--- src/rtl/reg_ctl_pkg.sv ---
// Shared types and constants for the frame-paced register button controller.
package reg_ctl_pkg;

    // Auto-repeat state machine states
    typedef enum logic [1:0] {
        IDLE   = 2'd0,
        DELAY  = 2'd1,
        REPEAT = 2'd2
    } state_e;

    // Debounced button command / latched step direction
    typedef enum logic [1:0] {
        DIR_NONE = 2'd0,
        DIR_UP   = 2'd1,
        DIR_DOWN = 2'd2
    } dir_e;

    // Default parameter values
    localparam logic [7:0] DEF_RESET_VALUE     = 8'd0;
    localparam int         DEF_DEBOUNCE_FRAMES = 2;
    localparam int         DEF_REPEAT_DELAY    = 30;
    localparam int         DEF_REPEAT_RATE     = 4;
    localparam bit         DEF_BTN_ACTIVE_LOW  = 1'b1;

    // Counter widths: debounce counts up to 15 frames, repeat counter up to 255
    localparam int DEB_CNT_W = 4;
    localparam int RPT_CNT_W = 8;

    // Exactly one debounced button yields a command; both pressed cancels out
    function automatic dir_e decode_cmd(input logic up, input logic down);
        if (up && !down) begin
            return DIR_UP;
        end else if (down && !up) begin
            return DIR_DOWN;
        end
        return DIR_NONE;
    endfunction

endpackage

--- src/rtl/btn_debounce.sv ---
// One push-button: 2-FF synchroniser, polarity normalisation and a
// frame-tick-gated debounce counter. deb is the accepted pressed level.
module btn_debounce
    import reg_ctl_pkg::*;
#(
    parameter int DEBOUNCE_FRAMES = DEF_DEBOUNCE_FRAMES,
    parameter bit BTN_ACTIVE_LOW  = DEF_BTN_ACTIVE_LOW
) (
    input  logic px_clk,
    input  logic reset_n,
    input  logic tick,
    input  logic btn_raw,
    output logic deb
);

    localparam logic [DEB_CNT_W-1:0] DEB_LAST = DEB_CNT_W'(DEBOUNCE_FRAMES - 1);

    logic                 sync_1;
    logic                 sync_2;
    logic                 pressed;
    logic [DEB_CNT_W-1:0] cnt;

    // Synchroniser; resets to the idle (not pressed) raw level
    always_ff @(posedge px_clk) begin
        if (!reset_n) begin
            sync_1 <= BTN_ACTIVE_LOW;
            sync_2 <= BTN_ACTIVE_LOW;
        end else begin
            sync_1 <= btn_raw;
            sync_2 <= sync_1;
        end
    end

    assign pressed = BTN_ACTIVE_LOW ? ~sync_2 : sync_2;

    // Accept a new level only after it has been seen on DEBOUNCE_FRAMES ticks
    always_ff @(posedge px_clk) begin
        if (!reset_n) begin
            cnt <= '0;
            deb <= 1'b0;
        end else if (tick) begin
            if (pressed == deb) begin
                cnt <= '0;
            end else if (cnt == DEB_LAST) begin
                deb <= pressed;
                cnt <= '0;
            end else begin
                cnt <= cnt + 1'b1;
            end
        end
    end

endmodule

--- src/rtl/reg_button_ctl.sv ---
// Frame-paced up/down button controller driving the 8-bit register value
// shown by the VGA register display. Single step on press, then auto-repeat.
// Build option: REG_WRAP_EN defined -> value wraps at 255/0;
// undefined -> value saturates at 255/0 (no changed pulse on a clipped step).
module reg_button_ctl
    import reg_ctl_pkg::*;
#(
    parameter logic [7:0] RESET_VALUE     = DEF_RESET_VALUE,
    parameter int         DEBOUNCE_FRAMES = DEF_DEBOUNCE_FRAMES,
    parameter int         REPEAT_DELAY    = DEF_REPEAT_DELAY,
    parameter int         REPEAT_RATE     = DEF_REPEAT_RATE,
    parameter bit         BTN_ACTIVE_LOW  = DEF_BTN_ACTIVE_LOW
) (
    input  logic       px_clk,
    input  logic       reset_n,
    input  logic       endframe,
    input  logic       btn_up,
    input  logic       btn_down,
    output logic [7:0] register,
    output logic       changed
);

    localparam logic [RPT_CNT_W-1:0] DELAY_LAST = RPT_CNT_W'(REPEAT_DELAY - 1);
    localparam logic [RPT_CNT_W-1:0] RATE_LAST  = RPT_CNT_W'(REPEAT_RATE - 1);

    logic                 endframe_d;
    logic                 tick;
    logic [1:0]           btn_raw;
    logic [1:0]           deb;
    dir_e                 cmd;
    dir_e                 cur_dir;
    state_e               state;
    logic [RPT_CNT_W-1:0] rcnt;
    logic [7:0]           step_val;
    logic                 step_diff;

    // Index 0 is the up button, index 1 the down button
    assign btn_raw = {btn_down, btn_up};

    genvar gi;
    generate
        for (gi = 0; gi < 2; gi++) begin : g_btn
            btn_debounce #(
                .DEBOUNCE_FRAMES (DEBOUNCE_FRAMES),
                .BTN_ACTIVE_LOW  (BTN_ACTIVE_LOW)
            ) u_debounce (
                .px_clk  (px_clk),
                .reset_n (reset_n),
                .tick    (tick),
                .btn_raw (btn_raw[gi]),
                .deb     (deb[gi])
            );
        end
    endgenerate

    // Edge-detect endframe so a long end-of-frame level gives one tick
    always_ff @(posedge px_clk) begin
        if (!reset_n) begin
            endframe_d <= 1'b0;
        end else begin
            endframe_d <= endframe;
        end
    end

    assign tick = endframe & ~endframe_d;

    // Uses deb as it was before this tick's debounce update
    assign cmd = decode_cmd(deb[0], deb[1]);

    // Candidate next value for a step in the current command direction
    always_comb begin
        step_val = register;
        if (cmd == DIR_UP) begin
`ifdef REG_WRAP_EN
            step_val = register + 8'd1;
`else
            step_val = (register == 8'hFF) ? register : register + 8'd1;
`endif
        end else if (cmd == DIR_DOWN) begin
`ifdef REG_WRAP_EN
            step_val = register - 8'd1;
`else
            step_val = (register == 8'h00) ? register : register - 8'd1;
`endif
        end
    end

    assign step_diff = (step_val != register);

    // Step / auto-repeat state machine with registered value and pulse
    always_ff @(posedge px_clk) begin
        changed <= 1'b0;
        if (!reset_n) begin
            register <= RESET_VALUE;
            state    <= IDLE;
            cur_dir  <= DIR_NONE;
            rcnt     <= '0;
        end else if (tick) begin
            case (state)
                IDLE: begin
                    if (cmd != DIR_NONE) begin
                        register <= step_val;
                        changed  <= step_diff;
                        cur_dir  <= cmd;
                        rcnt     <= '0;
                        state    <= DELAY;
                    end
                end
                DELAY: begin
                    if (cmd != cur_dir) begin
                        state <= IDLE;
                    end else if (rcnt == DELAY_LAST) begin
                        register <= step_val;
                        changed  <= step_diff;
                        rcnt     <= '0;
                        state    <= REPEAT;
                    end else begin
                        rcnt <= rcnt + 1'b1;
                    end
                end
                REPEAT: begin
                    if (cmd != cur_dir) begin
                        state <= IDLE;
                    end else if (rcnt == RATE_LAST) begin
                        register <= step_val;
                        changed  <= step_diff;
                        rcnt     <= '0;
                    end else begin
                        rcnt <= rcnt + 1'b1;
                    end
                end
                default: begin
                    state <= IDLE;
                end
            endcase
        end
    end

endmodule

--- config.mk ---
export PLATFORM = sky130hd
export DESIGN_NAME = reg_button_ctl
export DESIGN_NICKNAME = d
export VERILOG_FILES = /design/src/rtl/reg_ctl_pkg.sv /design/src/rtl/btn_debounce.sv /design/src/rtl/reg_button_ctl.sv
export SDC_FILE = /design/constraint.sdc
export NUM_CORES = 1
export LEC_CHECK = 0
export ABC_AREA = 1
export BUFFER_PORTS_ARGS = -buffer_cell sky130_fd_sc_hd__buf_2
export CORE_ASPECT_RATIO = 0.9
export CORE_MARGIN = 1
export CORE_UTILIZATION = 30
export DETAILED_ROUTE_END_ITERATION = 10
export GPL_ROUTABILITY_DRIVEN = 0
export PLACE_DENSITY_LB_ADDON = 0.25
export SYNTH_ARGS = -nofsm -noshare
export SYNTH_HDL_FRONTEND = slang
export SYNTH_SLANG_ARGS = --single-unit
--- constraint.sdc ---
create_clock -name px_clk -period 2.4 [get_ports px_clk]
set_clock_uncertainty 0.05 [all_clocks]
set_input_delay 0 -clock px_clk [delete_from_list [all_inputs] [get_ports px_clk]]
set_output_delay 0 -clock px_clk [all_outputs]
set_load 0.01 [all_outputs]
==> results.yml, run 1 <==
outcome:
  outcome: "complete, no violations"
synth:
  synth.top_cells.by_area: "dfxtp_1, nand2_1, nor2_1, ha_1, inv_1"
  synth-main-ff-cell: "dfxtp_1"
  yosysMostFrequentCell: "nand2_1"
  synth.yosys.seq_area_share: 0.300
  synth_edf_count: 0
  synthesis.nets: 377
  postSynthCellCount: 356
  synth_top_cell_area_share: 0.300
  synth.avg_cell_area_um2: 6.74
  syn_area_um2: 2400
  synth-seq-cells: 36
  synth_top_cell_by_area: "dfxtp_1"
  synth_cell_types: 31
  synthArstFlopShare: 0
  ys_warn_count: 0
  synth_top_cells_by_count: "nand2_1, nor2_1, inv_1"
clock_network:
  clk_path_buf_depth: 2
  clock_latency_ns: 0.29
  root_buffer: "clkbuf_8"
  tritoncts: "done"
  numCtsBuffers: 5
  cts_setup_buffers: 0
  clkTransAtPathRegs_ns: 0.08
  clock-sinks: 36
  htree_levels: 2
power_and_ir_drop:
  ir_worst_vdd_uv: 276
  p_leak_nw: 1.16
  power.density_nw_per_um2: 494
final_layout:
  drive_gt1_frac: 0.124
  n_antenna_cell: 0
  nFillCells: 864
  nets: 392
  area_delta_synth_final_pct: 10.1
  final_core_util: 0.345
global_routing:
  grt_pass1_wl_um: 9430
  grt_max_degree: 19
  grt_pass1_vias: 2036
  antenna_found_initial: 0
  grt_use_total: 0.144
  grt-ovfl-total: 0
critical_path:
  critPathBufInv: 1
  cp_slowest_cell: "dfxtp_1"
  cp-end-kind: "flop"
  start_kind: "flop"
  critPathMaxStageDelay_ns: 0.42
  crit_path_cell_trace: "inv_1 > ha_1 > xnor2_2 > nand2_2 > nand2_1 > nand2_2 > nor2_4 > nand3_1 > nand2_1 > nor2_1"
  regToRegSetupSlack_ns: 0.43
  cp.required_ns: 2.53
  crit_family: "simple AND/OR/NAND/NOR gates"
  arrival_ns: 2.11
  cp_max_fo: 11
  critPathKind: "reg -> reg"
sta:
  min_period_ns: 1.97
  slew_headroom: 0.747
  fin_setup_tns_ns: 0
  finalCritPeriodShare: 0.822
  fmax_ghz: 0.507
  rsz0062_at_grt: "false"
  tightest_slew_ns: 0.379
  finalSetupViolCount: 0
  hold_violations: 0
  final_max_slew_viol_count: 0
floorplanning:
  num_io_pins: 14
  dieWidth_um: 96.3
  start_util: 0.314
  die_h_um: 86.9
  num_rows: 30
  die_area_um2: 8370
  core-area_um2: 7660
route:
  via_per_inst: 4.61
  drtIter0Drc: 116
  firstDrtPassIters: 4
  wire_per_inst_um: 11.4
  dr_total_vias: 2158
  wirelength_um: 5340
  drt.antenna.violating_nets: 0
  drc: 0
run:
  cap_violations: 0
hold_path:
  hp-class: "in -> reg"
placed_design:
  numPortBuffers: 13
  detailed_place_hpwl_um: 4020
## placed cells by master (no fill, tap or decap), types with 3 or more instances in the layout
| cell type | Yosys | routed |
|---|---|---|
| nand2_1 | 82 | 82 |
| nor2_1 | 54 | 54 |
| inv_1 | 41 | 41 |
| dfxtp_1 | 36 | 36 |
| nand3_1 | 29 | 29 |
| o21ai_0 | 17 | 17 |
| ha_1 | 16 | 16 |
| a21oi_1 | 15 | 15 |
| buf_2 | 2 | 13 |
| nand2_2 | 9 | 9 |
| nand4_1 | 8 | 8 |
| xor2_1 | 8 | 8 |
| or2_2 | 5 | 5 |
| clkbuf_8 | 0 | 5 |
| o21bai_1 | 4 | 4 |
| nor3_1 | 3 | 3 |
| xnor2_1 | 3 | 3 |
| dlygate4sd3_1 | 0 | 3 |
## metrics by stage
step	hold slack (ns)	instance area, um^2	total power, mW	setup WS (ns)	cells
after floorplan	0.0566	2400	0.831	0.731	356
after global placement	0.137	2520	0.877	0.487	457
after detailed placement	0.140	2520	0.880	0.436	457
after CTS	0.0642	2640	1.33	0.397	468
after global routing	0.0993	2640	1.39	0.128	468
final	0.0760	2640	1.30	0.427	468
## per-layer routing
metal  global-route usage  wire [um]  vias to the layer above
met5                    0          0                        -
met4               0.0281         43                        0
met3               0.0332        268                        5
met2                0.220       2250                       35
met1                0.206       2780                      955
li1                     -          -                     1163
## where the power goes
part | switching [mW] | internal, mW
Clock | 0.231 | 0.205
Sequential | 0.0293 | 0.618
Combinational | 0.143 | 0.0781
## state kept, by name, summed over array words and instances, names as in the netlist
register,flops
g_btn.u_debounce.deb,2
endframe_d,1
g_btn.u_debounce.sync_2,2
g_btn.u_debounce.cnt,8
g_btn.u_debounce.sync_1,2
rcnt,8
cur_dir,2
changed,1
state,2
register,8
## area by class of cell
type | count | area [um^2] | share of cell area
Clock buffer | 5 | 68.8 | 0.0260
Clock inverter | 3 | 23.8 | 0.00900
Inverter | 44 | 165 | 0.0625
Multi-Input combinational cell | 268 | 1450 | 0.548
Sequential cell | 36 | 721 | 0.273
Tap cell | 96 | 120 | 0.0455
Timing Repair Buffer | 16 | 95.1 | 0.0360
## cell families (layout without fill, tap and decap cells)
family | count (synthesis) | after routing | share of synthesized area
and+or+nand+nor | 194 | 194 | 0.357
buffers and inverters | 52 | 68 | 0.0964
AOI/OAI and AO/OA | 46 | 46 | 0.116
DFF | 36 | 36 | 0.300
adders and majority gates | 16 | 16 | 0.0834
xor gates and xnor gates | 12 | 12 | 0.0469
## worst min-delay path, cell delays in order
cell     delay [ns]
buf_2          0.22
nand2_1        0.12
nor2_1         0.03
## worst paths after layout
| kind | start | cells past startpoint | to |
|---|---|---|---|
| setup / recovery | g_btn[1].u_debounce.deb | 10 | register[0] |
| setup reg to reg | g_btn[1].u_debounce.deb | 10 | register[0] |
| hold reg to reg | g_btn[0].u_debounce.sync_1 | 1 | g_btn[0].u_debounce.sync_2 |
| hold / removal | reset_n | 3 | rcnt[4] |
## what timing repair did
action,in CTS,in global routing
resized for setup,0,0
setup endpoints to repair,0,0
endpoints found under the hold margin,3,0
hold buffers,3,0
No activity file was read; power rests on OpenSTA's default activity.
==> run 2: changes to the inputs <==
==> constraint.sdc (replaced) <==
create_clock -name px_clk -period 1.75 [get_ports px_clk]
set_clock_uncertainty 0.05 [all_clocks]
set_input_delay 0 -clock px_clk [delete_from_list [all_inputs] [get_ports px_clk]]
set_output_delay 0 -clock px_clk [all_outputs]
set_load 0.01 [all_outputs]
==> results.yml, run 2 (synthesis results as in run 1) <==
sta:
  final_max_slew_viol_count: 0
  hold_violations: 0
  finalSetupViolCount: 0
  min_period_ns: 1.67
  finalCritPeriodShare: 0.956
  tightest_slew_ns: 0.369
  rsz0062_at_grt: "true"
  slew_headroom: 0.752
  fmax_ghz: 0.597
  fin_setup_tns_ns: 0
final_layout:
  final_common_cell: "nand2_1"
  nets: 412
  layout_common_cells: "nand2_1, nor2_1, inv_1, nand3_1, dfxtp_1"
  layout.cells.non_filler: 488
  drive_gt1_frac: 0.222
  n_antenna_cell: 0
  top_regs: "g_btn.u_debounce.cnt (8), rcnt (8), register (8)"
  area_delta_synth_final_pct: 22.7
  nFillCells: 835
floorplanning:
  core-area_um2: 7660
  die_h_um: 86.9
  dieWidth_um: 96.3
  num_rows: 30
  num_io_pins: 14
  start_util: 0.314
  die_area_um2: 8370
power_and_ir_drop:
  power.total_mw: 2.27
  p_leak_nw: 1.31
  power.density_nw_per_um2: 772
  ir_worst_vdd_uv: 488
global_routing:
  grt_pass1_vias: 2071
  grt_pass1_wl_um: 9470
  antenna_found_initial: 0
  grt_max_degree: 19
  grt_use_total: 0.143
  grt-ovfl-total: 0
placed_design:
  placedCellCount: 470
  numPortBuffers: 13
  detailed_place_hpwl_um: 4030
clock_network:
  htree_levels: 2
  numCtsBuffers: 5
  clkTransAtPathRegs_ns: 0.08
  clock-sinks: 36
  root_buffer: "clkbuf_8"
  clock_latency_ns: 0.28
  clk_path_buf_depth: 2
  tritoncts: "done"
hold_path:
  holdCritStartpoint: "reset_n"
  hold_path_depth: 3
  hold_path_end: "register[0]"
  hp-class: "in -> reg"
route:
  drc: 0
  via_per_inst: 4.54
  drt.antenna.violating_nets: 0
  dr_total_vias: 2217
  drtIter0Drc: 59
  wire_per_inst_um: 11.3
  wirelength_um: 5520
  firstDrtPassIters: 4
critical_path:
  path_depth: 9
  crit_family: "simple AND/OR/NAND/NOR gates"
  r2r_end: "register[1]"
  critPathMaxStageDelay_ns: 0.36
  cp-end-kind: "flop"
  reg2regPathDepth: 9
  cp_max_fo: 6
  critPathBufInv: 1
  cp.required_ns: 1.92
  rr_startpoint: "g_btn[1].u_debounce.deb"
  critPathKind: "reg -> reg"
  regToRegSetupSlack_ns: 0.08
  crit_path_cell_trace: "buf_4 > ha_4 > nand2_1 > nand2_1 > nor2_2 > nand2_4 > nor2_2 > o21ai_0 > nor2_1"
  arrival_ns: 1.85
  start_kind: "flop"
  cp_slowest_cell: "dfxtp_4"
run:
  cap_violations: 0
outcome:
  outcome: "complete, no violations"
[run 2: cell type report]
class	count	area [um^2]	share of cell area
sequential	36	733	0.249
tap	96	120	0.0408
clock inverter	3	90.1	0.0306
multi-input combinational	269	1530	0.518
timing repair buffer	35	241	0.0820
clock buffer	5	68.8	0.0234
inverter	44	165	0.0561
[run 2: worst max path at each step]
stage | from | endpoint
final | g_btn[1].u_debounce.deb | register[1]
after global routing | rcnt[1] | rcnt[7]
after CTS | g_btn[0].u_debounce.deb | rcnt[3]
after detailed placement | g_btn[0].u_debounce.deb | rcnt[3]
after global placement | rcnt[0] | rcnt[3]
after floorplan | g_btn[1].u_debounce.deb | rcnt[3]
[run 2: worst register-to-register path, delay by kind of cell, from the launching register on]
family | cells | cell delay, ns
and+or+nand+nor | 6 | 0.72
DFF | 1 | 0.36
adders and majority gates | 1 | 0.22
buffers and inverters | 1 | 0.14
AOI/OAI and AO/OA | 1 | 0.13
[run 2: timing repair]
action / CTS / global route
setup buffers: 0 / 6
endpoints found under the setup margin: 3 / 15
gates cloned: 0 / 1
pin swaps: 0 / 9
hold buffers: 3 / 0
hold endpoints to repair: 3 / 0
resized for setup: 2 / 25
[run 2: routing by layer]
| layer | global-route usage | up-vias | routed length, um |
|---|---|---|---|
| met5 | 0 | - | 0 |
| met4 | 0.0361 | 0 | 42 |
| met3 | 0.0262 | 4 | 122 |
| met2 | 0.220 | 20 | 2410 |
| met1 | 0.206 | 993 | 2950 |
| li1 | - | 1200 | - |
[run 2: power by group]
group	switching, mW	internal, mW
Combinational	0.221	0.148
Sequential	0.0341	0.848
Clock	0.310	0.713
Total	0.565	1.71
[run 2: per-stage QoR]
step | setup WS, ns | utilization | instance area, um^2 | hold slack, ns
after floorplan | 0.0809 | - | 2400 | 0.0566
after global placement | 0.0135 | 0.342 | 2620 | 0.136
after detailed placement | 0.00112 | 0.342 | 2620 | 0.140
after CTS | 0.00531 | 0.368 | 2820 | 0.0551
after global routing | -0.0560 | 0.385 | 2950 | 0.0951
final | 0.0762 | 0.385 | 2950 | 0.0585
